[config.mk]
export PLATFORM = sky130hd
export DESIGN_NAME = dadda_mul_arbiter_flat
export DESIGN_NICKNAME = d
export VERILOG_FILES = /design/src/rtl/dadda_mul_arbiter_pkg.sv /design/src/rtl/dadda_mul_arbiter_if.sv /design/src/rtl/dadda_mul_arbiter_mult.sv /design/src/rtl/dadda_mul_arbiter.sv /design/src/flat_wrapper.sv
export SDC_FILE = /design/constraint.sdc
export NUM_CORES = 1
export LEC_CHECK = 0
export ABC_AREA = 1
export BUFFER_PORTS_ARGS = -buffer_cell sky130_fd_sc_hd__buf_4
export CORE_MARGIN = 3
export CORE_UTILIZATION = 35
export DETAILED_ROUTE_END_ITERATION = 12
export PLACE_DENSITY = 0.65
export SETUP_SLACK_MARGIN = 0.15
export SYNTH_ARGS = -nofsm -noshare
export SYNTH_HDL_FRONTEND = slang
export SYNTH_SLANG_ARGS = --single-unit
[constraint.sdc]
create_clock -name clk -period 4.6 [get_ports clk]
set_input_delay 0.23 -clock clk [delete_from_list [all_inputs] [get_ports clk]]
set_output_delay 0.23 -clock clk [all_outputs]
set_load 0.02 [all_outputs]
[src/rtl/dadda_mul_arbiter_pkg.sv]
// Shared widths and FSM state encoding for the shared 4x4 Dadda multiplier
// arbiter and its multiplier core.
package dadda_pkg;

  localparam int OP_W   = 4;
  localparam int PROD_W = 8;

  typedef enum logic [1:0] {
    IDLE = 2'd0,
    CALC = 2'd1,
    DONE = 2'd2
  } state_e;

endpackage

[src/rtl/dadda_mul_arbiter_if.sv]
// Request/response bundle between the operand clients and the multiplier arbiter.
interface dadda_mul_arbiter_if #(
  parameter int NUM_REQ = 4,
  parameter int ID_W    = 2
);
  import dadda_pkg::*;

  // A transfer happens on a rising edge where valid && ready. Once valid is
  // raised, the source holds its payload stable until it is accepted (a request
  // port may withdraw valid before its grant). Ready never depends on a
  // registered acceptance of the same cycle.
  logic [NUM_REQ-1:0]      req_valid;
  logic [OP_W*NUM_REQ-1:0] req_a;
  logic [OP_W*NUM_REQ-1:0] req_b;
  logic [NUM_REQ-1:0]      req_ready;

  logic                    rsp_valid;
  logic                    rsp_ready;
  logic [ID_W-1:0]         rsp_id;
  logic [PROD_W-1:0]       rsp_product;

  modport master (
    output req_valid, req_a, req_b, rsp_ready,
    input  req_ready, rsp_valid, rsp_id, rsp_product
  );

  modport slave (
    input  req_valid, req_a, req_b, rsp_ready,
    output req_ready, rsp_valid, rsp_id, rsp_product
  );

endinterface

[src/rtl/dadda_mul_arbiter_mult.sv]
// Combinational 4x4 unsigned Dadda multiplier: AND-array partial products,
// two reduction stages (height 4 -> 3 -> 2), then a final carry-propagate add.
module dadda_multiplier (
  input  logic [3:0] a_i,
  input  logic [3:0] b_i,
  output logic [7:0] p_o
);

  logic p00, p01, p02, p03;
  logic p10, p11, p12, p13;
  logic p20, p21, p22, p23;
  logic p30, p31, p32, p33;

  // p<i><j> = a[j] & b[i], weight i+j
  assign p00 = a_i[0] & b_i[0];
  assign p01 = a_i[1] & b_i[0];
  assign p02 = a_i[2] & b_i[0];
  assign p03 = a_i[3] & b_i[0];
  assign p10 = a_i[0] & b_i[1];
  assign p11 = a_i[1] & b_i[1];
  assign p12 = a_i[2] & b_i[1];
  assign p13 = a_i[3] & b_i[1];
  assign p20 = a_i[0] & b_i[2];
  assign p21 = a_i[1] & b_i[2];
  assign p22 = a_i[2] & b_i[2];
  assign p23 = a_i[3] & b_i[2];
  assign p30 = a_i[0] & b_i[3];
  assign p31 = a_i[1] & b_i[3];
  assign p32 = a_i[2] & b_i[3];
  assign p33 = a_i[3] & b_i[3];

  // Stage 1: bring every column down to height 3
  logic s13, c13, s14, c14;
  assign s13 = p03 ^ p12;
  assign c13 = p03 & p12;
  assign s14 = p13 ^ p22;
  assign c14 = p13 & p22;

  // Stage 2: bring every column down to height 2
  logic s22, c22, s23, c23, s24, c24, s25, c25;
  assign s22 = p02 ^ p11;
  assign c22 = p02 & p11;
  assign s23 = s13 ^ p21 ^ p30;
  assign c23 = (s13 & p21) | (s13 & p30) | (p21 & p30);
  assign s24 = s14 ^ p31 ^ c13;
  assign c24 = (s14 & p31) | (s14 & c13) | (p31 & c13);
  assign s25 = p23 ^ p32 ^ c14;
  assign c25 = (p23 & p32) | (p23 & c14) | (p32 & c14);

  logic [7:0] row_x, row_y;
  assign row_x = {1'b0, p33, s25, s24, s23, s22, p01, p00};
  assign row_y = {c25, c24, c23, c22, p20, p10, 1'b0};
  assign p_o   = row_x + row_y;

endmodule

[src/rtl/dadda_mul_arbiter.sv]
// Round-robin front end that shares one Dadda multiplier between NUM_REQ
// requesters, with registered operands and a registered, held result.
module dadda_mul_arbiter
  import dadda_pkg::*;
#(
  parameter int NUM_REQ = 4,
  parameter int ID_W    = $clog2(NUM_REQ),
  parameter int CNT_W   = 16
) (
  input  logic               clk,
  input  logic               rst_n,
  dadda_mul_arbiter_if.slave bus,
  output logic               busy,
  output logic [CNT_W-1:0]   op_count,
  output logic [1:0]         dbg_state
);

  localparam logic [1:0] S_IDLE = IDLE;
  localparam logic [1:0] S_CALC = CALC;
  localparam logic [1:0] S_DONE = DONE;

  logic [1:0]        state_q, state_d;
  logic [ID_W-1:0]   rr_ptr_q, rr_ptr_d;
  logic [OP_W-1:0]   op_a_q, op_a_d;
  logic [OP_W-1:0]   op_b_q, op_b_d;
  logic [ID_W-1:0]   grant_id_q, grant_id_d;
  logic              rsp_valid_q, rsp_valid_d;
  logic [ID_W-1:0]   rsp_id_q, rsp_id_d;
  logic [PROD_W-1:0] rsp_product_q, rsp_product_d;
  logic [CNT_W-1:0]  op_count_q, op_count_d;

  logic [NUM_REQ-1:0] pick;
  logic [ID_W-1:0]    pick_idx;
  logic               pick_any;
  logic [PROD_W-1:0]  mult_p;

  // First valid index at or after the pointer, wrapping; one-hot result.
  function automatic logic [NUM_REQ-1:0] rr_pick(
    input logic [NUM_REQ-1:0] v,
    input logic [ID_W-1:0]    ptr
  );
    logic [NUM_REQ-1:0] g;
    logic               found;
    int                 idx;
    g     = '0;
    found = 1'b0;
    for (int k = 0; k < NUM_REQ; k++) begin
      idx = (int'(ptr) + k) % NUM_REQ;
      if (!found && v[idx[ID_W-1:0]]) begin
        g[idx[ID_W-1:0]] = 1'b1;
        found            = 1'b1;
      end
    end
    return g;
  endfunction

  always_comb begin
    pick     = rr_pick(bus.req_valid, rr_ptr_q);
    pick_idx = '0;
    for (int k = 0; k < NUM_REQ; k++) begin
      if (pick[k]) pick_idx = ID_W'(k);
    end
  end

  assign pick_any = |pick;

  dadda_multiplier u_mult (
    .a_i (op_a_q),
    .b_i (op_b_q),
    .p_o (mult_p)
  );

  always_comb begin
    state_d       = state_q;
    rr_ptr_d      = rr_ptr_q;
    op_a_d        = op_a_q;
    op_b_d        = op_b_q;
    grant_id_d    = grant_id_q;
    rsp_valid_d   = rsp_valid_q;
    rsp_id_d      = rsp_id_q;
    rsp_product_d = rsp_product_q;
    op_count_d    = op_count_q;
    case (state_q)
      S_IDLE: begin
        if (pick_any) begin
          op_a_d     = bus.req_a[pick_idx*OP_W +: OP_W];
          op_b_d     = bus.req_b[pick_idx*OP_W +: OP_W];
          grant_id_d = pick_idx;
          state_d    = S_CALC;
        end
      end
      S_CALC: begin
        rsp_product_d = mult_p;
        rsp_id_d      = grant_id_q;
        rsp_valid_d   = 1'b1;
        state_d       = S_DONE;
      end
      S_DONE: begin
        if (bus.rsp_ready) begin
          rsp_valid_d = 1'b0;
          op_count_d  = op_count_q + CNT_W'(1);
          // Fairness: the requester just served becomes lowest priority.
          rr_ptr_d    = (grant_id_q == ID_W'(NUM_REQ - 1)) ? '0
                                                            : grant_id_q + ID_W'(1);
          state_d     = S_IDLE;
        end
      end
      default: state_d = S_IDLE;
    endcase
  end

  always_ff @(posedge clk or negedge rst_n) begin
    if (!rst_n) begin
      state_q       <= S_IDLE;
      rr_ptr_q      <= '0;
      op_a_q        <= '0;
      op_b_q        <= '0;
      grant_id_q    <= '0;
      rsp_valid_q   <= 1'b0;
      rsp_id_q      <= '0;
      rsp_product_q <= '0;
      op_count_q    <= '0;
    end else begin
      state_q       <= state_d;
      rr_ptr_q      <= rr_ptr_d;
      op_a_q        <= op_a_d;
      op_b_q        <= op_b_d;
      grant_id_q    <= grant_id_d;
      rsp_valid_q   <= rsp_valid_d;
      rsp_id_q      <= rsp_id_d;
      rsp_product_q <= rsp_product_d;
      op_count_q    <= op_count_d;
    end
  end

  assign bus.req_ready   = (state_q == S_IDLE) ? pick : '0;
  assign bus.rsp_valid   = rsp_valid_q;
  assign bus.rsp_id      = rsp_id_q;
  assign bus.rsp_product = rsp_product_q;
  assign busy            = (state_q != S_IDLE);
  assign op_count        = op_count_q;
  assign dbg_state       = state_q;

endmodule

[src/flat_wrapper.sv]
// flat-port wrapper written by rule: the top's interface ports become plain ports
module dadda_mul_arbiter_flat import dadda_pkg::*;
#(
  parameter int NUM_REQ = 4,
  parameter int ID_W    = $clog2(NUM_REQ),
  parameter int CNT_W   = 16
)
  (clk, rst_n, busy, op_count, dbg_state, bus_req_valid, bus_req_a, bus_req_b, bus_rsp_ready, bus_req_ready, bus_rsp_valid, bus_rsp_id, bus_rsp_product);
  dadda_mul_arbiter_if #(.NUM_REQ(NUM_REQ), .ID_W(ID_W)) bus_i ();
  input  logic clk;
  input  logic rst_n;
  output logic busy;
  output logic [CNT_W-1:0] op_count;
  output logic [1:0] dbg_state;
  input wire logic [$bits(bus_i.req_valid)-1:0] bus_req_valid;
  input wire logic [$bits(bus_i.req_a)-1:0] bus_req_a;
  input wire logic [$bits(bus_i.req_b)-1:0] bus_req_b;
  input wire logic [$bits(bus_i.rsp_ready)-1:0] bus_rsp_ready;
  output wire logic [$bits(bus_i.req_ready)-1:0] bus_req_ready;
  output wire logic [$bits(bus_i.rsp_valid)-1:0] bus_rsp_valid;
  output wire logic [$bits(bus_i.rsp_id)-1:0] bus_rsp_id;
  output wire logic [$bits(bus_i.rsp_product)-1:0] bus_rsp_product;
  assign bus_i.req_valid = bus_req_valid;
  assign bus_i.req_a = bus_req_a;
  assign bus_i.req_b = bus_req_b;
  assign bus_i.rsp_ready = bus_rsp_ready;
  assign bus_req_ready = bus_i.req_ready;
  assign bus_rsp_valid = bus_i.rsp_valid;
  assign bus_rsp_id = bus_i.rsp_id;
  assign bus_rsp_product = bus_i.rsp_product;
  dadda_mul_arbiter #(.NUM_REQ(NUM_REQ), .ID_W(ID_W), .CNT_W(CNT_W)) u_core (.clk(clk), .rst_n(rst_n), .bus(bus_i), .busy(busy), .op_count(op_count), .dbg_state(dbg_state));
endmodule
==> qor.yml, run 1 <==
global_routing:
  grt_pass1_vias: 2583
  grt_max_degree: 42
  track_usage_pct: 13.7
  grt_pass1_wl_um: 11300
  grt_antenna_before_repair: 0
  grt_overflow: 0
drt:
  drt_pass1_iterations: 4
  drt_drc_violations_left: 0
  num_vias: 2660
  antenna_left: 0
  finalWirelength_um: 6270
  vias_per_cell: 4.59
  wl_per_cell_um: 10.8
  dr.first_iter.drc_count: 127
die:
  rows: 32
  die_h_um: 97.3
  initial_core_util_pct: 36.8
  ioPinCount: 73
  die_w_um: 97.3
  die_area_um2: 9470
  core_um2: 7930
synthesis:
  synth_top_area_share_pct: 35.1
  netlist_top_cells_count: "123 x nand2_1, 59 x nor2_1, 56 x inv_1"
  synth_seq_cells: 41
  synth_edf_count: 0
  syn_nets: 459
  synth_top_cell_by_area: "dfrtp_1"
  syn_area_per_cell_um2: 7.32
  synthTopCellsByArea: "dfrtp_1 35%, nand2_1 16%, nor2_1 7.6%"
  async_reset_ff_share_pct: 100
  synth_most_common_cell: "nand2_1"
  netlist_area_um2: 2920
  synth_cells: 399
  ys_types: 31
  yosysSeqAreaShare_pct: 35.1
  synth_flop_cell: "dfrtp_1"
  synth_warnings: 0
clock_network:
  cts_tree: "yes"
  cts_resized: 0
  insertion_delay_ps: 290
  root_buffer: "clkbuf_8"
  cts_buffers: 5
  clockBufferDepth: 2
  h-tree-depth: 2
  post-cts-setup-buffer-count: 0
  path_clk_slew_ps: 80
  cts_sinks: 41
  holdBufCountCts: 1
critical_path:
  cpLargestDelayFamily: "simple AND/OR/NAND/NOR gates"
  startpoint_type: "flop"
  critPathKind: "reg -> out"
  endpoint_kind: "output port"
  critical_path_required_ps: 4370
  crit_fanout: 10
  crit_slowest_cell: "dfrtp_1"
  crit_buf_inv: 4
  path_common_cell: "nand2_1"
  slowest_delay_ps: 550
  crit_chain: "inv_2 > ha_1 > inv_1 > nand3_1 > nand2_1 > nand2_4 > nor2_4 > nand2_1 > nand3_4 > inv_4 > nor2_1 > buf_4"
  cp.arrival_ps: 2480
sta:
  hold_viol_final: 0
  slew_violations: 0
  tns_ps: 0
  fmax_mhz: 370
  worstMarginPinSlew_ps: 509
  finalClockSkew_ps: 2.99
  min_period_ps: 2710
  rsz0062_at_grt: "false"
  finalSetupViolations: 0
  whs_ps: 149
  timing.final.crit_share_pct: 58.8
  relSlewSlack_pct: 65.9
place:
  gp_congestion: 0.848
  dp_hpwl_um: 4990
  numPortBuffers: 72
finish:
  num-nets-final: 536
  antennaDiodeCount: 0
  synthToLayoutAreaGrowth_pct: 24.8
  drive_above_1_share_pct: 21.4
  fillers: 792
power_and_ir_drop:
  power_w: 0.00268
  power_density_nw_per_um2: 735
  vdd_drop_max_mv: 0.462
  p_leak_nw: 2.11
min_path:
  hold_class: "in -> reg"
status:
  status: "finished clean"
flow_run:
  cap_viol_max_count: 0
metal layers:
metal / up-vias / wire [um] / track usage, % / share of wire, %
met4: 0 / 47 / 2.77 / 0.75
met5: - / 0 / 0 / 0
met2: 86 / 2760 / 22.5 / 44
met3: 7 / 465 / 2.66 / 7.4
li1: 1384 / - / - / -
met1: 1183 / 3000 / 19.0 / 48
final cells by class:
| type | count | area [um2] | area share, % |
|---|---|---|---|
| Clock buffer | 8 | 80.1 | 2.20 |
| Inverter | 61 | 234 | 6.42 |
| Multi-Input combinational cell | 294 | 1620 | 44.6 |
| Sequential cell | 41 | 1030 | 28.2 |
| Tap cell | 102 | 128 | 3.50 |
| Timing Repair Buffer | 73 | 551 | 15.1 |
kinds of logic after synthesis:
family                     share of synthesized area [%]
adders and majority gates                           10.0
AOI/OAI and AO/OA                                   3.90
DFF                                                 35.1
buffers and inverters                               9.22
xor gates and xnor gates                            4.20
and+or+nand+nor                                     37.1
muxes                                              0.386
cells in the final DEF, fill, tap and decap left out, drive strengths merged:
cell         instances
a21oi                5
mux2                 1
buf                 72
ha                  17
nand4                4
clkinv               1
clkbuf               8
nor2                63
fa                   4
nand2              133
dfrtp               41
inv                 60
o31ai                4
dlygate4sd3          1
xor2                 9
nand3               35
o21ai               11
nor3                 2
xnor2                5
nor4                 1
power breakdown:
| part | total (W) | leakage, nW | switching (W) | internal [W] |
|---|---|---|---|---|
| logic | 0.00182 | 1.56 | 0.00116 | 0.000661 |
| clock network | 0.000225 | 0.0395 | 0.000118 | 0.000108 |
| registers | 0.000628 | 0.518 | 0.000135 | 0.000493 |
final timing paths:
check	start	to	slack (ps)	cells after the start
setup / recovery	u_core.rr_ptr_q[0]$_DFFE_PN0P_	bus_req_ready[1]	1890	12
hold / removal	bus_rsp_ready	u_core.dbg_state[1]$_DFFE_PN0P_	150	2
setup reg to reg	u_core.op_b_q[0]$_DFFE_PN0P_	u_core.bus.rsp_product[6]$_DFFE_PN0P_	1900	16
hold reg to reg	u_core.op_count[15]$_DFFE_PN0P_	u_core.op_count[15]$_DFFE_PN0P_	470	1
max in group asynchronous	rst_n	u_core.op_b_q[1]$_DFFE_PN0P_	3790	2
min in group asynchronous	rst_n	u_core.rr_ptr_q[0]$_DFFE_PN0P_	460	2
state kept, by name, indices dropped and copies added, names as in the netlist:
name / count
u_core.op_b_q: 4
u_core.bus.rsp_id: 2
u_core.op_count: 16
u_core.op_a_q: 4
u_core.rr_ptr_q: 2
u_core.bus.rsp_product: 8
u_core.dbg_state: 2
u_core.grant_id_q: 2
u_core.bus.rsp_valid: 1
metrics by stage:
stage                     instances  area (um2)  util [%]  setup slack (ps)
after global routing            579        3640      45.9              1720
final                           579        3640      45.9              1890
after CTS                       579        3640      45.9              1900
after detailed placement        570        3550      44.8              1950
after floorplan                 399        2920         -              2150
after global placement          570        3550      44.8              2070
(Power assumes the default switching activity.)
==> run 2, diff against run 1 <==
--- a/config.mk
+++ b/config.mk
@@ -10,7 +10,7 @@
 export CORE_MARGIN = 3
 export CORE_UTILIZATION = 35
 export DETAILED_ROUTE_END_ITERATION = 12
-export PLACE_DENSITY = 0.65
+export PLACE_DENSITY = 0.68
 export SETUP_SLACK_MARGIN = 0.15
 export SYNTH_ARGS = -nofsm -noshare
 export SYNTH_HDL_FRONTEND = slang
==> constraint.sdc (replaced) <==
create_clock -name clk -period 2.4 [get_ports clk]
set_input_delay 0.12 -clock clk [delete_from_list [all_inputs] [get_ports clk]]
set_output_delay 0.12 -clock clk [all_outputs]
set_load 0.02 [all_outputs]
==> qor.yml, run 2 (synthesis results as in run 1) <==
sta:
  rsz0062_at_grt: "true"
  min_period_ps: 2450
  finalClockSkew_ps: 8.28  # +5.29 ps
  timing.final.crit_share_pct: 102
  relSlewSlack_pct: 62.1  # -3.8 points
  worstMarginPinSlew_ps: 566  # +56.9 ps
  hold_viol_final: 0  # unchanged
  finalSetupViolations: 4  # +4
  whs_ps: 32.1  # -117 ps
  finalWorstSetupSlack_ps: -52.3  # -1950 ps
  fmax_mhz: 408
  slew_violations: 0  # unchanged
clock_network:
  cts_sinks: 41  # unchanged
  cts_tree: "yes"
  h-tree-depth: 2  # unchanged
  path_clk_slew_ps: 80  # about the same
  cts_buffers: 5  # unchanged
  clockBufferDepth: 2  # unchanged
  root_buffer: "clkbuf_8"
  insertion_delay_ps: 300  # about the same
drt:
  drt_drc_violations_left: 0  # unchanged
  dr.first_iter.drc_count: 92  # -28%
  finalWirelength_um: 7180  # +14%
  drt_pass1_iterations: 4  # unchanged
  antenna_left: 0  # unchanged
  vias_per_cell: 4.60  # about the same
  wl_per_cell_um: 11.9  # +10%
  num_vias: 2768  # +4.1%
flow_run:
  cap_viol_max_count: 0  # unchanged
finish:
  fin_area_um2: 4050  # +11%
  final_cell_mix: "115 x nand2_1, 88 x buf_4, 52 x nor2_1"
  synthToLayoutAreaGrowth_pct: 38.9
  antennaDiodeCount: 0  # unchanged
  largest_reg_flops: 16  # unchanged
  layout_commonest_cell: "nand2_1"
  utilization_pct: 51.1  # +5.2 points
  drive_above_1_share_pct: 32.4  # +11 points
  num-nets-final: 559  # +4.3%
  fillers: 774  # -2.3%
die:
  die_w_um: 97.3  # unchanged
  die_area_um2: 9470  # unchanged
  core_um2: 7930  # unchanged
  die_h_um: 97.3  # unchanged
  initial_core_util_pct: 36.8  # unchanged
  rows: 32  # unchanged
  ioPinCount: 73  # unchanged
critical_path:
  endpoint_kind: "flop"
  startpoint_type: "flop"
  rrSetupSlack_ps: -50  # -1950 ps
  cp.arrival_ps: 2680  # +200 ps
  critical_path_required_ps: 2630  # -1740 ps
  crit_fanout: 4  # -6
  critPathKind: "reg -> reg"
status:
  violations: "negative setup slack"
  status: "complete, but fails checks"
power_and_ir_drop:
  vdd_drop_max_mv: 1.20  # +160%
  power_density_nw_per_um2: 1540  # +110%
  p_leak_nw: 2.24  # +5.9%
  power_w: 0.00624  # +130%
global_routing:
  grt_max_degree: 42  # unchanged
  grt_overflow: 0  # unchanged
  grt_pass1_vias: 2684  # +3.9%
  track_usage_pct: 14.8  # +1.1 points
  grt_antenna_before_repair: 0  # unchanged
  grt_pass1_wl_um: 11900  # +4.6%
min_path:
  hold_class: "in -> reg"
place:
  gp_congestion: 0.890  # +4.9%
  dpl_cell_area_um2: 3680  # +3.7%
  numPortBuffers: 72  # unchanged
  dp_hpwl_um: 5320  # +6.6%
-- run 2: routing by layer --
layer	GRT usage, %	share of wire (%)
met1	18.8	45
met2	25.1	48
met3	3.37	5.6
met4	4.69	1.2
met5	0	0
-- run 2: stage by stage --
| step | setup TNS, ps | std cells | setup slack, ps |
|---|---|---|---|
| 2_1_floorplan | -14.5 | 399 | -14.5 |
| 3_3_place_gp | -75.1 | 585 | -50.8 |
| 3_5_place_dp | -351 | 585 | -131 |
| 4_1_cts | -96.5 | 599 | -51.4 |
| 5_1_grt | -656 | 602 | -210 |
| 6_report | -118 | 602 | -52.3 |
-- run 2: final timing paths --
| path | to | start | depth (start not counted) |
|---|---|---|---|
| worst max register to register | u_core.bus.rsp_product[7]$_DFFE_PN0P_ | u_core.op_a_q[3]$_DFFE_PN0P_ | 12 |
| worst min-delay path | u_core.dbg_state[1]$_DFFE_PN0P_ | bus_rsp_ready | 2 |
| worst min register to register | u_core.op_count[15]$_DFFE_PN0P_ | u_core.op_count[15]$_DFFE_PN0P_ | 1 |
| max in group asynchronous | u_core.op_count[15]$_DFFE_PN0P_ | rst_n | 2 |
| worst max-delay path | u_core.bus.rsp_product[7]$_DFFE_PN0P_ | u_core.op_a_q[3]$_DFFE_PN0P_ | 12 |
| min in group asynchronous | u_core.op_count[8]$_DFFE_PN0P_ | rst_n | 2 |
-- run 2: repair_timing --
action	4_1_cts	5_1_grt
hold endpoints to repair	41	0
gates resized for setup	18	36
pin swaps	12	18
setup endpoints to repair	6	16
hold buffers	1	0
setup buffers	5	3
-- run 2: report_power, final --
group          switching [W]  internal [W]  total (W)
logic                0.00278       0.00187    0.00465
registers           0.000192      0.000944    0.00114
clock network       0.000250      0.000201   0.000451
-- run 2: worst max-delay path, cell delays in order (launching register included) --
cell and delay [ps]:
dfrtp_1 380, buf_4 140, nand2_1 60, inv_1 60, ha_4 230, fa_1 480, ha_4 330, inv_4 50
o31ai_4 260, inv_1 80, nor2_2 110, o21ai_1 70, a21oi_1 120
-- run 2: cell type report --
| cell class | count | area, um2 | share of cell area, % |
|---|---|---|---|
| well taps | 102 | 128 | 3.15 |
| clock inverters | 3 | 17.5 | 0.432 |
| inverters | 61 | 244 | 6.02 |
| multi-input cells | 294 | 1810 | 44.7 |
| clock buffers | 5 | 68.8 | 1.70 |
| repair buffers | 96 | 757 | 18.7 |
| flip-flops and latches | 41 | 1030 | 25.3 |
==> run 3, diff against run 2 <==
--- a/config.mk
+++ b/config.mk
@@ -11,6 +11,7 @@
 export CORE_UTILIZATION = 35
 export DETAILED_ROUTE_END_ITERATION = 12
 export PLACE_DENSITY = 0.68
+export REMOVE_ABC_BUFFERS = 1
 export SETUP_SLACK_MARGIN = 0.15
 export SYNTH_ARGS = -nofsm -noshare
 export SYNTH_HDL_FRONTEND = slang
==> qor.yml, run 3 (synthesis results as in run 1) <==
power_and_ir_drop:
  clkPwrFrac_pct: 7.7  # +0.5 points
  seqPwrFrac_pct: 17.9  # -0.3 points
  intPower_w: 0.00315  # +4.2%
  p_comb_share_pct: 74.4  # -0.2 points
  p_sw_w: 0.00327  # +1.6%
  vdd_drop_max_mv: 1.11  # -7.7%
  power_density_nw_per_um2: 1560  # +1.1%
  switching_share_pct: 51.0  # -0.65 points
  p_leak_nw: 2.28  # +2.1%
global_routing:
  grt_pass1_vias: 2767  # +3.1%
  grt_pass1_wl_um: 12200  # +2.8%
  grt_max_degree: 42  # unchanged
  track_usage_pct: 15.0  # +0.19 points
  grt_antenna_before_repair: 0  # unchanged
  grt_overflow: 0  # unchanged
flow_run:
  cap_viol_max_count: 0  # unchanged
drt:
  vias_per_cell: 4.73  # +2.8%
  finalWirelength_um: 7450  # +3.8%
  drt_drc_violations_left: 0  # unchanged
  wl_per_cell_um: 12.3  # +3.5%
  antenna_left: 0  # unchanged
  num_vias: 2856  # +3.2%
  dr.first_iter.drc_count: 127  # +38%
  drt_pass1_iterations: 5  # +1
critical_path:
  reg2reg_from: "u_core.op_b_q[1]$_DFFE_PN0P_"
  critPathKind: "reg -> reg"
  crit_slowest_cell: "fa_1"
  crit_buf_inv: 4  # unchanged
  startpoint_type: "flop"
  crit_chain: "buf_4 > nand2_1 > inv_2 > ha_4 > fa_1 > ha_4 > inv_2 > o31ai_2 > inv_1 > nor2_2 > o21ai_1 > a21oi_1"
  cp.arrival_ps: 2760  # +80 ps
  reg2regPathDepth: 12  # unchanged
  r2r_end: "u_core.bus.rsp_product[7]$_DFFE_PN0P_"
  crit_start: "u_core.op_b_q[1]$_DFFE_PN0P_"
  slowest_delay_ps: 530  # +50 ps
  cpLargestDelayFamily: "adder cells"
  endpoint_kind: "flop"
  rrSetupSlack_ps: -140  # -90 ps
  crit_fanout: 4  # unchanged
  critical_path_required_ps: 2620  # about the same
die:
  ioPinCount: 73  # unchanged
  rows: 32  # unchanged
  initial_core_util_pct: 36.8  # unchanged
  die_w_um: 97.3  # unchanged
  die_area_um2: 9470  # unchanged
  die_h_um: 97.3  # unchanged
  core_um2: 7930  # unchanged
sta:
  hold_viol_final: 0  # unchanged
  timing.final.crit_share_pct: 106  # +3.8 points
  rsz0062_at_grt: "true"
  fmax_mhz: 393  # -3.5%
  finalSetupViolations: 4  # unchanged
  finalWorstSetupSlack_ps: -142  # -90.1 ps
  min_period_ps: 2540  # +90.1 ps
  worstMarginPinSlew_ps: 576  # +10.3 ps
  relSlewSlack_pct: 61.4  # -0.69 points
  slew_violations: 0  # unchanged
  finalClockSkew_ps: 4.20  # -4.08 ps
finish:
  antennaDiodeCount: 0  # unchanged
  fin_area_um2: 4120  # +1.7%
  largest_reg_flops: 16  # unchanged
  layout_commonest_cell: "nand2_1"
  final_cell_mix: "110 x nand2_1, 88 x buf_4, 51 x nor2_1"
  fin_cells: 604  # +0.33%
  utilization_pct: 52.0  # +0.87 points
  drive_above_1_share_pct: 34.3  # +1.9 points
  synthToLayoutAreaGrowth_pct: 41.2
  num-nets-final: 561  # +0.36%
clock_network:
  cts_buffers: 5  # unchanged
  insertion_delay_ps: 290  # about the same
  root_buffer: "clkbuf_8"
  cts_sinks: 41  # unchanged
  clockBufferDepth: 2  # unchanged
  path_clk_slew_ps: 80  # about the same
  cts_tree: "yes"
  h-tree-depth: 2  # unchanged
status:
  status: "complete, but fails checks"
  violations: "negative setup slack"
min_path:
  min_path_cells: 2  # unchanged
  hold_end: "u_core.dbg_state[1]$_DFFE_PN0P_"
  hold_class: "in -> reg"
  hold_start: "bus_rsp_ready"
place:
  numPortBuffers: 72  # unchanged
  dpl_cell_area_um2: 3660  # -0.68%
  gp_congestion: 0.857  # -3.7%
  placedCellCount: 584  # -0.17%
  dp_hpwl_um: 5370  # +0.98%
## run 3: cell count changes in the layout (fill, tap and decap cells not counted), moves of 2 or more
cell	before	now
nand2_1	115	110
nand3_1	29	26
nand2_2	10	13
clkbuf_8	5	7
buf_6	5	8
buf_8	2	0
nand3_2	3	5
## run 3: per-layer routing
metal	GRT usage [%]	routed length (um)
met1	19.1	3140
met2	26.2	3760
met3	3.37	411
met4	3.09	151
met5	0	0
## run 3: final cells by class
cell class              count  area (um2)
clock inverters             1        5.00
well taps                 102         128
inverters                  61         241
clock buffers               7        96.3
flip-flops and latches     41        1030
fillers                   784        3800
repair buffers             98         781
multi-input cells         294        1850
## run 3: what timing repair did
item,in CTS,in global routing
pin swaps,17,25
hold buffers,1,0
endpoints found under the hold margin,41,0
setup buffers,6,5
resized for setup,18,49
endpoints found under the setup margin,6,17
## run 3: power by group through the flow
stage                     Clock [W]  Sequential, W  Combinational (W)
after detailed placement          0        0.00115            0.00378
final                      0.000494        0.00115            0.00478
after CTS                  0.000512        0.00114            0.00408
after global placement            0        0.00114            0.00370
after floorplan                   0        0.00131            0.00251
after global routing       0.000544        0.00118            0.00531
## run 3: how the worst max path moves through the flow
stage / to / cells past startpoint
2_1_floorplan: u_core.bus.rsp_product[6]$_DFFE_PN0P_ / 16
4_1_cts: u_core.bus.rsp_product[4]$_DFFE_PN0P_ / 15
5_1_grt: u_core.bus.rsp_product[7]$_DFFE_PN0P_ / 12
6_report: u_core.bus.rsp_product[7]$_DFFE_PN0P_ / 12
3_3_place_gp: u_core.bus.rsp_product[6]$_DFFE_PN0P_ / 16
3_5_place_dp: u_core.bus.rsp_product[6]$_DFFE_PN0P_ / 16
## run 3: stage by stage
step / total power [W] / setup TNS (ps) / setup WS, ps / hold WS, ps
5_1_grt: 0.00704 / -866 / -265 / 57.5
2_1_floorplan: 0.00382 / -49.1 / -49.1 / -176
3_5_place_dp: 0.00493 / -390 / -177 / 131
3_3_place_gp: 0.00485 / -153 / -84.3 / 127
4_1_cts: 0.00573 / -249 / -85.6 / 51.8
6_report: 0.00642 / -441 / -142 / 53.6
